===== config.mk =====
export PLATFORM = sky130hd
export DESIGN_NAME = fpu_cvt_arb_queue
export DESIGN_NICKNAME = d
export VERILOG_FILES = /design/src/rtl/fpu_cvt_arb_queue_pkg.sv /design/src/rtl/fpu_cvt_lane_fifo.sv /design/src/rtl/fpu_cvt_arb_queue.sv
export SDC_FILE = /design/constraint.sdc
export NUM_CORES = 1
export LEC_CHECK = 0
export BUFFER_PORTS_ARGS = -buffer_cell sky130_fd_sc_hd__buf_2
export CAP_MARGIN = 25
export CORE_MARGIN = 2
export CORE_UTILIZATION = 45
export DETAILED_ROUTE_END_ITERATION = 7
export PLACE_DENSITY = 0.67
export RECOVER_POWER = 50
export SLEW_MARGIN = 20
export SYNTH_ARGS = -nofsm -noshare
export SYNTH_HDL_FRONTEND = slang
export SYNTH_SLANG_ARGS = --single-unit

===== constraint.sdc =====
create_clock -name clk_i -period 4.9 [get_ports clk_i]
set_clock_uncertainty 0.1 [all_clocks]
set_input_delay 0.735 -clock clk_i [delete_from_list [all_inputs] [get_ports clk_i]]
set_output_delay 0.735 -clock clk_i [all_outputs]
set_load 0.02 [all_outputs]

===== src/rtl/fpu_cvt_arb_queue_pkg.sv =====
// rtl/fpu_cvt_arb_queue_pkg.sv - fop codes and convert-mode decode shared by the convert front end
//
// Purpose: operation codes for the FP->int convert path, the legality test applied at the lane
// inputs and the mode decode applied to the op presented to the convert unit.
// Ports: none (package).

package fpu_cvt_arb_queue_pkg;

    localparam logic [7:0] FOP_CVT_D   = 8'h20;
    localparam logic [7:0] FOP_CVT_E   = 8'h21;
    localparam logic [7:0] FOP_CVT_S   = 8'h22;
    localparam logic [7:0] FOP_CVT32_S = 8'h23;
    localparam logic [7:0] FOP_CVT32_D = 8'h24;
    localparam logic [7:0] FOP_TBL_D   = 8'h25;

    typedef struct packed {
        logic is_dbl;
        logic is_ext;
        logic is_sng;
        logic verbatim;
        logic is_32b;
    } cvt_mode_t;

    function automatic logic fop_is_cvt(input logic [7:0] op);
        case (op)
            FOP_CVT_D, FOP_CVT_E, FOP_CVT_S,
            FOP_CVT32_S, FOP_CVT32_D, FOP_TBL_D: return 1'b1;
            default:                             return 1'b0;
        endcase
    endfunction

    // Single precision is the fallback mode: anything that is not a double or extended source.
    function automatic cvt_mode_t fop_decode(input logic [7:0] op);
        cvt_mode_t m;
        logic      d;
        logic      e;
        d          = (op == FOP_CVT_D) || (op == FOP_CVT32_D);
        e          = (op == FOP_CVT_E);
        m.is_dbl   = d;
        m.is_ext   = e;
        m.is_sng   = ~(d | e);
        m.verbatim = (op == FOP_TBL_D);
        m.is_32b   = (op == FOP_CVT32_S) || (op == FOP_CVT32_D);
        return m;
    endfunction

endpackage


===== src/rtl/fpu_cvt_lane_fifo.sv =====
// rtl/fpu_cvt_lane_fifo.sv - per-lane request FIFO feeding the convert arbiter
//
// Purpose: DEPTH-entry queue of packed {op,data,tag} words for one lane.
// Ports:
//   clk_i, rst_i      clock, synchronous active-high reset
//   push_i, wdata_i   write request and word (ignored when full)
//   pop_i             read request (ignored when empty)
//   rdata_o           word at the head
//   rdy_o             not full, from registered count
//   nempty_o          not empty, from registered count

module fpu_cvt_lane_fifo
    import fpu_cvt_arb_queue_pkg::*;
#(
    parameter int DEPTH = 4,
    parameter int W     = 8
) (
    input  logic         clk_i,
    input  logic         rst_i,
    input  logic         push_i,
    input  logic         pop_i,
    input  logic [W-1:0] wdata_i,
    output logic [W-1:0] rdata_o,
    output logic         rdy_o,
    output logic         nempty_o
);

    localparam int PW = (DEPTH > 1) ? $clog2(DEPTH) : 1;
    localparam int CW = PW + 1;

    logic [W-1:0]  mem_q [DEPTH];
    logic [PW-1:0] wr_ptr_q;
    logic [PW-1:0] rd_ptr_q;
    logic [CW-1:0] count_q;
    logic [CW-1:0] count_d;
    logic          push_ok;
    logic          pop_ok;

    assign rdy_o    = (count_q != CW'(DEPTH));
    assign nempty_o = (count_q != '0);
    assign push_ok  = push_i & rdy_o;
    assign pop_ok   = pop_i & nempty_o;
    assign rdata_o  = mem_q[rd_ptr_q];

    // Simultaneous push and pop leaves the count unchanged while both pointers move.
    always_comb begin
        count_d = count_q;
        case ({push_ok, pop_ok})
            2'b10:   count_d = count_q + CW'(1);
            2'b01:   count_d = count_q - CW'(1);
            default: count_d = count_q;
        endcase
    end

    always_ff @(posedge clk_i) begin
        if (rst_i) begin
            wr_ptr_q <= '0;
            rd_ptr_q <= '0;
            count_q  <= '0;
        end else begin
            if (push_ok) wr_ptr_q <= wr_ptr_q + PW'(1);
            if (pop_ok)  rd_ptr_q <= rd_ptr_q + PW'(1);
            count_q <= count_d;
        end
    end

    // Storage is not reset; pointers and count define what is valid.
    always_ff @(posedge clk_i) begin
        if (push_ok) mem_q[wr_ptr_q] <= wdata_i;
    end

endmodule


===== src/rtl/fpu_cvt_arb_queue.sv =====
// rtl/fpu_cvt_arb_queue.sv - shared FP->int convert front end with per-lane queues and RR issue
//
// Purpose: each lane queues convert requests; a round-robin arbiter issues one per enabled cycle
// through two register stages to the convert unit and tracks the result owner through a
// fixed-latency return line. Pipeline state only advances while clk_en_i is high; lane pushes
// are accepted regardless of clk_en_i.
// Ports:
//   clk_i, rst_i, clk_en_i            clock, sync active-high reset, pipeline advance enable
//   in_vld_i/in_op_i/in_data_i/in_tag_i  per-lane request (flattened, lane 0 in the LSBs)
//   in_rdy_o                          per-lane FIFO not full
//   cvt_vld_o, cvt_data_o, cvt_is*_o  request and decoded mode at the convert unit
//   ret_vld_o, ret_lane_o, ret_tag_o  result owner, due this cycle
//   ovf_err_o, op_err_o               sticky per-lane drop flags (full / illegal op)

module fpu_cvt_arb_queue
    import fpu_cvt_arb_queue_pkg::*;
#(
    parameter int LANES = 3,
    parameter int DEPTH = 4,
    parameter int DW    = 84,
    parameter int TAGW  = 9,
    parameter int LAT   = 3,
    localparam int LW   = (LANES > 1) ? $clog2(LANES) : 1
) (
    input  logic                  clk_i,
    input  logic                  rst_i,
    input  logic                  clk_en_i,
    input  logic [LANES-1:0]      in_vld_i,
    input  logic [LANES*8-1:0]    in_op_i,
    input  logic [LANES*DW-1:0]   in_data_i,
    input  logic [LANES*TAGW-1:0] in_tag_i,
    output logic [LANES-1:0]      in_rdy_o,
    output logic                  cvt_vld_o,
    output logic [DW-1:0]         cvt_data_o,
    output logic                  cvt_isDBL_o,
    output logic                  cvt_isEXT_o,
    output logic                  cvt_isSNG_o,
    output logic                  cvt_verbatim_o,
    output logic                  cvt_is32b_o,
    output logic                  ret_vld_o,
    output logic [LW-1:0]         ret_lane_o,
    output logic [TAGW-1:0]       ret_tag_o,
    output logic [LANES-1:0]      ovf_err_o,
    output logic [LANES-1:0]      op_err_o
);

    localparam int RW = 8 + DW + TAGW;

    logic [LANES-1:0] legal;
    logic [LANES-1:0] push;
    logic [LANES-1:0] pop;
    logic [LANES-1:0] nempty;
    logic [RW-1:0]    rdata [LANES];

    logic             win_vld;
    logic [LW-1:0]    win;
    logic             pop_en;
    logic [LW-1:0]    rr_q;
    logic [LW-1:0]    rr_d;
    logic [RW-1:0]    head;

    logic             s1_vld_q;
    logic [LW-1:0]    s1_lane_q;
    logic [7:0]       s1_op_q;
    logic [DW-1:0]    s1_data_q;
    logic [TAGW-1:0]  s1_tag_q;
    logic             s2_vld_q;
    logic [LW-1:0]    s2_lane_q;
    logic [7:0]       s2_op_q;
    logic [DW-1:0]    s2_data_q;
    logic [TAGW-1:0]  s2_tag_q;

    logic             rl_vld_q  [LAT];
    logic [LW-1:0]    rl_lane_q [LAT];
    logic [TAGW-1:0]  rl_tag_q  [LAT];

    cvt_mode_t        mode;

    for (genvar l = 0; l < LANES; l++) begin : g_lane
        assign legal[l] = fop_is_cvt(in_op_i[l*8 +: 8]);
        assign push[l]  = in_vld_i[l] & in_rdy_o[l] & legal[l];
        assign pop[l]   = pop_en && (win == LW'(l));

        fpu_cvt_lane_fifo #(
            .DEPTH (DEPTH),
            .W     (RW)
        ) u_fifo (
            .clk_i    (clk_i),
            .rst_i    (rst_i),
            .push_i   (push[l]),
            .pop_i    (pop[l]),
            .wdata_i  ({in_op_i[l*8 +: 8], in_data_i[l*DW +: DW], in_tag_i[l*TAGW +: TAGW]}),
            .rdata_o  (rdata[l]),
            .rdy_o    (in_rdy_o[l]),
            .nempty_o (nempty[l])
        );
    end

    // First non-empty lane at or after the rr pointer, wrapping. Candidates use registered
    // counts, so an entry pushed this cycle is not visible until the next edge.
    always_comb begin
        win_vld = 1'b0;
        win     = '0;
        for (int i = 0; i < LANES; i++) begin
            if (!win_vld && nempty[(int'(rr_q) + i) % LANES]) begin
                win_vld = 1'b1;
                win     = LW'((int'(rr_q) + i) % LANES);
            end
        end
    end

    assign pop_en = clk_en_i & win_vld;
    assign rr_d   = (win == LW'(LANES - 1)) ? '0 : win + LW'(1);
    assign head   = rdata[win];

    always_ff @(posedge clk_i) begin
        if (rst_i) begin
            rr_q      <= '0;
            s1_vld_q  <= 1'b0;
            s1_lane_q <= '0;
            s1_op_q   <= '0;
            s1_data_q <= '0;
            s1_tag_q  <= '0;
            s2_vld_q  <= 1'b0;
            s2_lane_q <= '0;
            s2_op_q   <= '0;
            s2_data_q <= '0;
            s2_tag_q  <= '0;
        end else if (clk_en_i) begin
            if (pop_en) rr_q <= rr_d;
            s1_vld_q <= pop_en;
            if (pop_en) begin
                s1_lane_q <= win;
                {s1_op_q, s1_data_q, s1_tag_q} <= head;
            end
            s2_vld_q <= s1_vld_q;
            if (s1_vld_q) begin
                s2_lane_q <= s1_lane_q;
                s2_op_q   <= s1_op_q;
                s2_data_q <= s1_data_q;
                s2_tag_q  <= s1_tag_q;
            end
        end
    end

    // Return line mirrors the convert unit latency; it freezes together with the unit.
    always_ff @(posedge clk_i) begin
        if (rst_i) begin
            for (int i = 0; i < LAT; i++) begin
                rl_vld_q[i]  <= 1'b0;
                rl_lane_q[i] <= '0;
                rl_tag_q[i]  <= '0;
            end
        end else if (clk_en_i) begin
            rl_vld_q[0]  <= s2_vld_q;
            rl_lane_q[0] <= s2_lane_q;
            rl_tag_q[0]  <= s2_tag_q;
            for (int i = 1; i < LAT; i++) begin
                rl_vld_q[i]  <= rl_vld_q[i-1];
                rl_lane_q[i] <= rl_lane_q[i-1];
                rl_tag_q[i]  <= rl_tag_q[i-1];
            end
        end
    end

    // Drop flags follow the push side, so they are not gated by clk_en_i.
    always_ff @(posedge clk_i) begin
        if (rst_i) begin
            ovf_err_o <= '0;
            op_err_o  <= '0;
        end else begin
            ovf_err_o <= ovf_err_o | (in_vld_i & legal & ~in_rdy_o);
            op_err_o  <= op_err_o | (in_vld_i & ~legal);
        end
    end

    // Mode bits are qualified by valid so an idle unit sees all zeros.
    assign mode           = s2_vld_q ? fop_decode(s2_op_q) : '0;
    assign cvt_vld_o      = s2_vld_q;
    assign cvt_data_o     = s2_data_q;
    assign cvt_isDBL_o    = mode.is_dbl;
    assign cvt_isEXT_o    = mode.is_ext;
    assign cvt_isSNG_o    = mode.is_sng;
    assign cvt_verbatim_o = mode.verbatim;
    assign cvt_is32b_o    = mode.is_32b;

    assign ret_vld_o  = rl_vld_q[LAT-1];
    assign ret_lane_o = rl_lane_q[LAT-1];
    assign ret_tag_o  = rl_tag_q[LAT-1];

endmodule


# --- Yosys cells after proc, flatten, opt, wreduce, memory -nomap -nowiden ---
# Memory sizes are Yosys's and may differ from the RTL's. A register that Yosys moved wholly into a read port is not among the register bits.
# Index checks and enable logic that the tools add are counted.
word_totals:
  memories: 6
  output_inout_bits: 111
  ramBits: 1248
  regBits: 237
  word_cells: 189
  in_bits: 309
classes:
  add_sub_neg: 15
  n_lt_le_gt_ge: 4
  n_eq_ne: 34
  div_mod_pow: 3
  muxes: 52
  n_reduce_logical: 21
  n_bitwise: 32
mem_list:
  columns: ["memory", "depth", "word_bits", "read_ports", "rd_ports_with_merged_regs", "write_ports", "line_no", "text"]
  rows:
  - ["g_lane[0].u_fifo.mem_q", 4, 101, 1, 1, 1, "fpu_cvt_lane_fifo.sv:31", "logic [W-1:0] mem_q [DEPTH];"]
  - ["g_lane[1].u_fifo.mem_q", 4, 101, 1, 1, 1, "fpu_cvt_lane_fifo.sv:31", null]
  - ["g_lane[2].u_fifo.mem_q", 4, 101, 1, 1, 1, "fpu_cvt_lane_fifo.sv:31", null]
  - ["rl_tag_q", 3, 9, 3, 0, 3, "fpu_cvt_arb_queue.sv:75", "logic [TAGW-1:0] rl_tag_q [LAT];"]
  - ["rl_lane_q", 3, 2, 3, 0, 3, "fpu_cvt_arb_queue.sv:74", "logic [LW-1:0] rl_lane_q [LAT];"]
  - ["rl_vld_q", 3, 1, 3, 0, 3, "fpu_cvt_arb_queue.sv:73", "logic rl_vld_q [LAT];"]
op_table:
  columns: ["op", "n"]
  rows:
  - ["101-bit binary-select mux with 2-bit select", 1]
  - ["101-bit two-way mux", 2]
  - ["8-bit by 6-bit equality test with 1-bit output (second input constant)", 23]
  - ["32-bit by 4-bit less-than comparator with 1-bit output (second input constant)", 3]
  - ["32-bit by 3-bit modulo with 32-bit output (second input constant)", 2]
  - ["3-bit by 3-bit modulo with 32-bit output (second input constant)", 1]
  - ["9-bit two-way mux", 3]
  - ["1-bit two-way mux", 26]
  - ["2-bit two-way mux", 13]
  - ["3-bit case mux with 2 select lines", 3]
  - ["6-bit OR reduction", 3]
  - ["2-bit by 1-bit adder with 2-bit output (second input constant)", 7]
  - ["1-bit bitwise AND", 13]
  - ["1-bit OR", 10]
  - ["3-bit by 1-bit adder with 3-bit output (second input constant)", 3]
  - ["3-bit bitwise AND", 3]
  - ["3-bit inequality test (second input constant)", 3]
  - ["3-bit nonzero test", 3]
  - ["3-bit by 1-bit subtractor with 3-bit output (second input constant)", 3]
  - ["2-bit by 1-bit equality test with 1-bit output (second input constant)", 4]
  - ["2-bit equality test (second input constant)", 4]
  - ["1-bit binary-select mux with 2-bit select", 3]
  - ["3-bit inverter", 2]
  - ["3-bit OR", 2]
  - ["other kinds (12)", 21]

# --- Logic depth before layout (Yosys ltp) ---
# Gate-level depths: netlist of the first run.
depth:
  depth_word: 16
  depth_mapped: 14

# --- Modules after synthesis ---
# Synthesis of the first run repeated with hierarchy kept, for this count alone.
hier_totals:
  hier_cells: 3075
  area_unflattened_um2: 57107.3
modules_own_cells:
  columns: ["module", "cells_each", "instances", "seq_area_each_um2", "area_per_inst_um2"]
  rows:
  - ["fpu_cvt_lane_fifo", 579, 3, 12311.8, 15053.2]
  - ["fpu_cvt_arb_queue", 1338, 1, 5405.2, 11947.7]

# --- Worst setup path after synthesis of the first run ---
# Ideal clock, no wire load.
synth_path:
  path_type: "input -> register"
  start: "in in_op_i[18]"
  end: "mem g_lane[2].u_fifo.mem_q[1][0] in the netlist's numbering (enable)"
  t_arrival_ps: 4033
  path_slack_ps: 296
  stages: 5
  path_cell_list: "a2111oi_0 and3b_1 and3_1 clkbuf_1 and2_1"
synth_via:
  elab_chain_len: 7
  elab_cells_between_ends: 12
synth_rtl:
  columns: ["element", "line_no", "text"]
  rows:
  - ["start, declared", "fpu_cvt_arb_queue.sv:29", "input logic [LANES*8-1:0] in_op_i,"]
  - ["8-bit by 6-bit equality test with 1-bit output", "fpu_cvt_arb_queue_pkg.sv:25", "case (op)"]
  - ["6-bit OR reduction *", "fpu_cvt_arb_queue_pkg.sv:25", null]
  - ["1-bit two-way mux *", "fpu_cvt_arb_queue_pkg.sv:25", null]
  - ["1-bit bitwise AND *", "fpu_cvt_arb_queue.sv:81", "assign push[l] = in_vld_i[l] & in_rdy_o[l] & legal[l];"]
  - ["1-bit bitwise AND *", "fpu_cvt_lane_fifo.sv:41", "assign push_ok = push_i & rdy_o;"]
  - ["1-bit two-way mux *", "fpu_cvt_lane_fifo.sv:69", "if (push_ok) mem_q[wr_ptr_q] <= wdata_i;"]
  - ["1-bit two-way mux (not written as such) *", "fpu_cvt_lane_fifo.sv:69", null]
  - ["end, declared", "fpu_cvt_lane_fifo.sv:31", null]
# Mark *: on every way between the ends. The rest lies on a longest branch, timed or not.

# --- Worst setup path after layout of the first run ---
layout_path:
  start: "reg s1_vld_q"
  end: "reg s2_data_q[49], in the netlist cvt_data_o[49]"
layout_via:
  elab_chain_len: 1
layout_rtl:
  columns: ["element", "line_no", "text"]
  rows:
  - ["start, declared", "fpu_cvt_arb_queue.sv:62", "logic s1_vld_q;"]
  - ["start signal, assigned", "fpu_cvt_arb_queue.sv:131", "s1_vld_q <= pop_en;"]
  - ["2-bit AND reduction (no source line)", null, null]
  - ["end signal, assigned", "fpu_cvt_arb_queue.sv:140", "s2_data_q <= s1_data_q;"]
  - ["end, declared", "fpu_cvt_arb_queue.sv:70", "logic [DW-1:0] s2_data_q;"]
# Every way passes these cells.
# A chain may end at the register's enable or synchronous reset.

==> summary.md, run 1 <==
| Metric | Value |
|---|---|
| PD cells | 398 mW/mm² |
| Final Cycle Share | 88.8% |
| CP required | 5460 ps |
| WL per Instance | 26.2 µm |
| Crit Path Max Fanout | 47 |
| CTS clock-pin slew for the worst setup and hold paths | 60 ps |
| CP Launch Type | flip-flop |
| Resize count post-CTS | 0 |
| Cts bufs inserted | 154 |
| Clock Path Buffers | 3 |
| VDD IR-drop max | 353 µV |
| Post-layout nets | 3777 |
| Worst-Skew Late Latency | 800 ps |
| Worst R2R Start | s1_vld_q |
| GRT Residual Overflow | 0 |
| Kind of critical path | reg2reg |
| MaxCap Viol Count | 6 |
| Seq/Total Area, Yosys | 76.4% |
| Initial DRC Count | 2593 |
| Fill count | 9744 |
| Area leader, netlist | edfxtp_1 |
| H-tree Lvls | 4 |
| Height of the die | 355 µm |
| Die Area | 0.126 mm² |
| Setup TNS | 0 ps |
| Global-route usage over all layers | 21.9% |
| Clock Sinks | 1491 |
| Critical Path AT | 4920 ps |
| Worst Min Path Start | in_vld_i[0] |
| Worst slew pin tran | 3900 ps |
| Root buf cell | clkbuf_16 |
| Storage cell area | 0.0424 mm² |
| Number of global-route vias before repair | 29600 |
| Worst reg2reg setup slack | 550 ps |
| Fin cells | 5232 |
| Tot Pwr | 25.8 mW |
| Mapped Cells | 2962 |
| Tmin final | 4350 ps |
| Relative slew slack | -160% |
| Largest net degree at the start of global routing | 116 |
| Hold depth | 3 |
| Avg Inst Size Synth | 18.7 µm² |
| RR Endpoint | cvt_data_o[49] |
| GP Congestion | 0.778 |
| P_leak | 19.9 nW |
| Post-route ant nets | 0 |
| Share of cells above drive strength 1 | 20.8% |
| Core footprint | 0.122 mm² |
| Initial antenna violation count | 58 |
| Failing checks | capacitance limit, slew limit |
| Yosys reg bits | 1491 |
| Area of the multi-input gates | 0.0122 mm² |
| Worst hold endpoint | op_err_o[0] |
| DP Wirelength | 86800 µm |
| Via/cell ratio | 5.59 |
| Drt drc | 0 |
| Final setup viols | 0 |
| Area share of the largest cell type after synthesis | 67.7% |
| Status | finished with violations |
| CP Capture Type | flip-flop |
| Post-Syn Area | 0.0554 mm² |
| RSZ-0062 raised after global routing | no |
| CTS tree | done |
| Fin. Hold Viols | 0 |
| Vias | 29200 |
| Max Slew Vio Count | 370 |
| Top cells by area, synth | edfxtp_1 (68%), mux4_2 (12%), dfxtp_1 (8.8%) |
| First-pass GRT wire length | 201000 µm |
| Postcts setup bufs | 0 |
| Worst R2R Path Depth | 3 |
| Hold Crit Class | in2reg |
| Width of the die | 355 µm |
| Number of I/O port buffers | 419 |
| Ys Warns | 0 |
| Synth-to-layout area growth | 17.0% |
| DR pass1 iterations | 5 |
| Max Clock Freq | 230 MHz |
| Placed Instances | 4888 |
| Row Count | 128 |
| DRT Wirelength | 137000 µm |
| Top Ports | 420 |
| Synth unique cells | 52 |
| Net count after synthesis | 3292 |
| Initial core utilization | 45.4% |
-- state kept, by name (all words and copies together), names as in the netlist, 6 cells and up, named ones only --
name,count
rl_tag_q,27
s1_op_q,8
s1_tag_q,9
cvt_data_o,84
rl_lane_q,6
g_lane.u_fifo.rd_ptr_q,6
s2_tag_q,9
s1_data_q,84
g_lane.u_fifo.mem_q,1212
s2_op_q,8
g_lane.u_fifo.count_q,9
g_lane.u_fifo.wr_ptr_q,6
-- cells in the final DEF (no fill, tap or decap), types with 35 or more instances in the layout --
cell type,instances
buf_2,101
nor2_1,144
nand2_1,321
a21oi_1,126
edfxtp_1,1248
dfxtp_1,237
clkbuf_16,155
clkbuf_1,360
mux4_2,303
a211oi_1,102
buf_4,36
a221oi_1,101
buf_12,35
-- worst max-delay path by stage --
stage           startpoint                            to  slack (ps)  cells after the start
6_report          s1_vld_q                cvt_data_o[49]         550                      3
5_1_grt           s1_vld_q                cvt_data_o[57]         300                      3
4_1_cts            rr_q[0]   g_lane[0].u_fifo.count_q[2]         920                     13
3_5_place_dp       rr_q[0]   g_lane[0].u_fifo.count_q[2]        1000                     13
3_3_place_gp       rr_q[0]   g_lane[0].u_fifo.count_q[2]         960                     13
2_1_floorplan  in_op_i[18]  g_lane[2].u_fifo.mem_q[1][0]         300                      5
-- critical path: stages (launching register included) --
cell and delay (ps):
dfxtp_1 380, and2_0 2810, nand2_1 610, a21oi_1 290
-- power breakdown --
group	total, mW	switching [mW]	internal, mW
combinational	0.488	0.340	0.148
clock	11.5	4.95	6.54
sequential	13.8	0.0338	13.8
-- per-stage QoR --
stage / util [%] / setup slack (ps) / instance area (µm²) / hold slack [ps]
6_report: 53.1 / 548 / 64800 / 91.9
5_1_grt: 53.1 / 304 / 64800 / 76.0
2_1_floorplan: - / 296 / 55400 / 331
4_1_cts: 53.4 / 923 / 65200 / 0.216
3_3_place_gp: 49.0 / 964 / 59800 / 337
3_5_place_dp: 49.0 / 1000 / 59800 / 341
-- cells by family (layout without fill, tap and decap cells) --
logic type,Yosys count,in the layout,synth area share [%]
buf+inv,216,834,1.61
mux,310,310,12.5
simple gates,557,557,4.24
compound gates,355,355,4.54
xor+xnor,12,12,0.190
fa+ha+maj,21,21,0.515
other cells,0,27,0
flops,1491,1491,76.4
-- cell usage after synthesis (all sizes together) --
cell	instances
o41a	1
a221oi	101
clkbuf	157
a21boi	1
fa	3
nand4	1
edfxtp	1248
o21ai	6
o21bai	1
o211ai	1
a311oi	1
o41ai	1
nor4b	2
nor2b	5
dfxtp	243
mux2i	3
mux2	4
or2	5
or3	4
a41oi	2
nand3	5
a211oi	102
nor2	144
or4b	1
and3	2
o32ai	1
mux4	303
a2111oi	4
buf	36
a21oi	127
o22ai	3
nand2	322
nand2b	6
xnor2	5
nor3	3
ha	18
and2	50
and3b	3
xor2	7
a211o	1
o31ai	2
nor4	2
nor3b	2
inv	23
-- area by class of cell --
cell class | instances | area share, %
flip-flops and latches | 1491 | 65.4
multi-input cells | 1255 | 18.8
clock buffers | 216 | 6.65
repair buffers | 522 | 4.64
well taps | 1625 | 3.14
clock inverters | 73 | 1.14
inverters | 23 | 0.133
diodes | 27 | 0.104
-- per-layer routing --
layer | GRT usage (%) | vias up | share of wire, %
met5 | 0 | - | 0.30
met4 | 6.84 | 64 | 2.7
met3 | 6.73 | 264 | 8.3
met2 | 34.6 | 968 | 48
met1 | 29.3 | 15100 | 41
li1 | - | 12800 | -
-- timing repair --
item                                   in CTS  in global routing
hold buffers                               27                  0
setup endpoints to repair                   0                  0
endpoints found under the hold margin      90                  0
No activity file was read; power rests on OpenSTA's default activity.
==> run 2, diff against run 1 <==
- ABC_AREA: unset -> 1
- PLACE_DENSITY: 0.67 -> unset
==> run 2 against run 1 <==
  * The run still ends with capacitance limit, slew limit left
  * Cell count grew 33%
  * Via count grew 33%
  * Utilization shrank 1.3 points
  * Critical path depth grew 1
  * Clock-buffer cell count shrank 4
  * Global-route usage grew 3.5 points
  * Combinational power grew to 25 times the previous value
  * Largest power group unchanged
  * Highest routed layer unchanged
==> summary.md, run 2 <==
| Metric | Value |
|---|---|
| Status | finished with violations |
| Failing checks | capacitance limit, slew limit |
| DR pass1 iterations | 6 (+1) |
| Final Cycle Share | 84.8% (-4.0 points) |
| Worst slew pin tran | 2630 ps (-1260 ps) |
| CP Capture Type | flip-flop |
| MaxCap Viol Count | 3 (-3) |
| VDD IR-drop max | 1370 µV (+290%) |
| GP Congestion | 0.851 (+9.3%) |
| H-tree Lvls | 4 (unchanged) |
| Worst Path Buf+Inv | 1 (+1) |
| CTS clock-pin slew for the worst setup and hold paths | 60 ps (about the same) |
| Width of the die | 361 µm (+1.8%) |
| Top cells by area, synth | edfxtp_1 (65%), dfxtp_1 (8.5%), o21ai_0 (7.1%) |
| WL per Instance | 24.3 µm (-7.3%) |
| Ys Warns | 0 (unchanged) |
| Area share of the largest cell type after synthesis | 65.2% (-2.5 points) |
| Root buf cell | clkbuf_16 |
| CP required | 5500 ps (+40 ps) |
| Post-synth EDFFs | 1248 (unchanged) |
| Relative slew slack | -75.6% (+84 points) |
| Synth unique cells | 31 (-40%) |
| Vias | 38800 (+33%) |
| Row Count | 131 (+2.3%) |
| Core footprint | 0.127 mm² (+4.2%) |
| Most frequent cell after synthesis | edfxtp_1 |
| P_leak | 22.4 nW (+13%) |
| Crit Path Max Fanout | 54 (+15%) |
| GRT Residual Overflow | 0 (unchanged) |
| Resize count post-CTS | 0 (unchanged) |
| Drt drc | 0 (unchanged) |
| Critical Path AT | 4760 ps (-160 ps) |
| Clock Path Buffers | 3 (unchanged) |
| PD cells | 582 mW/mm² (+46%) |
| Final setup viols | 0 (unchanged) |
| CP max-delay cell | clkbuf_1 |
| Kind of critical path | reg2reg |
| Initial DRC Count | 3986 (+54%) |
| Largest net degree at the start of global routing | 151 (+30%) |
| CTS tree | done |
| Crit-path max cell delay | 1750 ps (-1060 ps) |
| Clock Sinks | 1491 (unchanged) |
| Share of cells above drive strength 1 | 7.53% (-13 points) |
| Post-DP Area | 0.0612 mm² (+2.3%) |
| Top Family by Delay on Critical Path | buffers and inverters |
| Async set or reset register ratio after synthesis | 0% (unchanged) |
| Height of the die | 361 µm (+1.8%) |
| Mapped Cells | 4806 (+62%) |
| First-pass GRT wire length | 244000 µm (+21%) |
| Via/cell ratio | 5.58 (-0.18%) |
| Synth top cells by count | edfxtp_1 (1248), nor2_1 (1052), o21ai_0 (817), nand2_1 (332), o22ai_1 (304) |
| Worst-Skew Late Latency | 780 ps (-20 ps) |
| Area leader, netlist | edfxtp_1 |
| Post-layout nets | 5453 (+44%) |
| Hold Crit Class | in2reg |
| RSZ-0062 raised after global routing | no |
| Post-Syn Area | 0.0575 mm² (+3.8%) |
| Avg Inst Size Synth | 12.0 µm² (-36%) |
| Global-route usage over all layers | 25.4% (+3.5 points) |
| CP cell instances | nand2_1 > clkbuf_1 > o21ai_0 > nor2_1 |
| CP Launch Type | flip-flop |
| CTS Hold Bufs | 0 (-100%) |
| Top Ports | 420 (unchanged) |
| DRT Wirelength | 169000 µm (+23%) |
| Postcts setup bufs | 0 (unchanged) |
| Tmin final | 4150 ps (-198 ps) |
| Setup TNS | 0 ps (unchanged) |
| Number of global-route vias before repair | 36000 (+22%) |
| Net count after synthesis | 5136 (+56%) |
| Max Clock Freq | 241 MHz (+4.8%) |
| Main synth FF type | edfxtp_1 |
| Yosys reg bits | 1491 (unchanged) |
| Number of I/O port buffers | 419 (unchanged) |
| Post-route ant nets | 0 (unchanged) |
| Initial core utilization | 45.2% (-0.20 points) |
| Synth-to-layout area growth | 14.7% |
| DP Wirelength | 107000 µm (+23%) |
| Fin. Hold Viols | 0 (unchanged) |
| Max reg flops | 1212 (unchanged) |
| Seq/Total Area, Yosys | 73.7% (-2.8 points) |
| Most common cell after layout, fill and taps aside | edfxtp_1 |
| Most frequent cells in the layout | edfxtp_1 (1248), nor2_1 (1040), o21ai_0 (817) |
| Initial antenna violation count | 82 (+41%) |
| Final Cell Area | 0.0659 mm² (+1.7%) |
| Max Slew Vio Count | 131 (-65%) |
| Most flops, register | g_lane.u_fifo.mem_q |
| Cts bufs inserted | 157 (+1.9%) |
| Die Area | 0.131 mm² (+3.7%) |
[run 2: metrics by stage]
| stage | instances | hold WS [ps] | power [mW] | worst slack (ps) | utilization (%) |
|---|---|---|---|---|---|
| final | 6947 | 116 | 38.4 | 746 | 51.8 |
| after global routing | 6924 | 90.3 | 40.2 | 406 | 51.8 |
| after CTS | 6918 | 10.3 | 38.6 | 1250 | 52.1 |
| after detailed placement | 6626 | 343 | 27.0 | 767 | 48.1 |
| after global placement | 6626 | 338 | 26.9 | 836 | 48.1 |
| after floorplan | 4806 | 330 | 23.1 | -1620 | - |
[run 2: worst paths after layout]
| kind | startpoint | endpoint | slack [ps] | cells after the start |
|---|---|---|---|---|
| max reg2reg | s1_vld_q | cvt_data_o[5] | 750 | 4 |
| max | s1_vld_q | cvt_data_o[5] | 750 | 4 |
| min | in_data_i[151] | g_lane[1].u_fifo.mem_q[3][76] | 120 | 1 |
| min reg2reg | s2_tag_q[4] | s2_tag_q[4] | 350 | 2 |
[run 2: logic make-up (layout without fill, tap and decap cells)]
group | count (synthesis) | count (layout) | synth area share [%]
compound gates | 1186 | 1186 | 11.0
xor+xnor | 2 | 2 | 0.0305
fa+ha+maj | 21 | 21 | 0.496
buf+inv | 462 | 912 | 3.43
flops | 1491 | 1491 | 73.7
other cells | 0 | 29 | 0
simple gates | 1644 | 1644 | 11.4
[run 2: metal layers]
layer	global-route usage [%]	part of all wire [%]
met1	33.3	40
met2	41.6	48
met3	6.95	9.0
met4	6.72	2.4
met5	0	0.29
[run 2: final cells by class]
class                           instances  area, µm²
Timing Repair Buffer                  498       2530
Sequential cell                      1491      42400
Multi-Input combinational cell       2853      13300
Inverter                              122        505
Clock buffer                          212       4330
Clock inverter                         80        752
Tap cell                             1662       2080
Antenna cell                           29       72.6
Fill cell                           11100      61300
[run 2: power breakdown]
group | internal [mW] | leakage, nW | switching (mW)
sequential | 14.2 | 13.3 | 0.432
combinational | 2.98 | 6.60 | 9.01
clock | 6.76 | 2.49 | 4.94
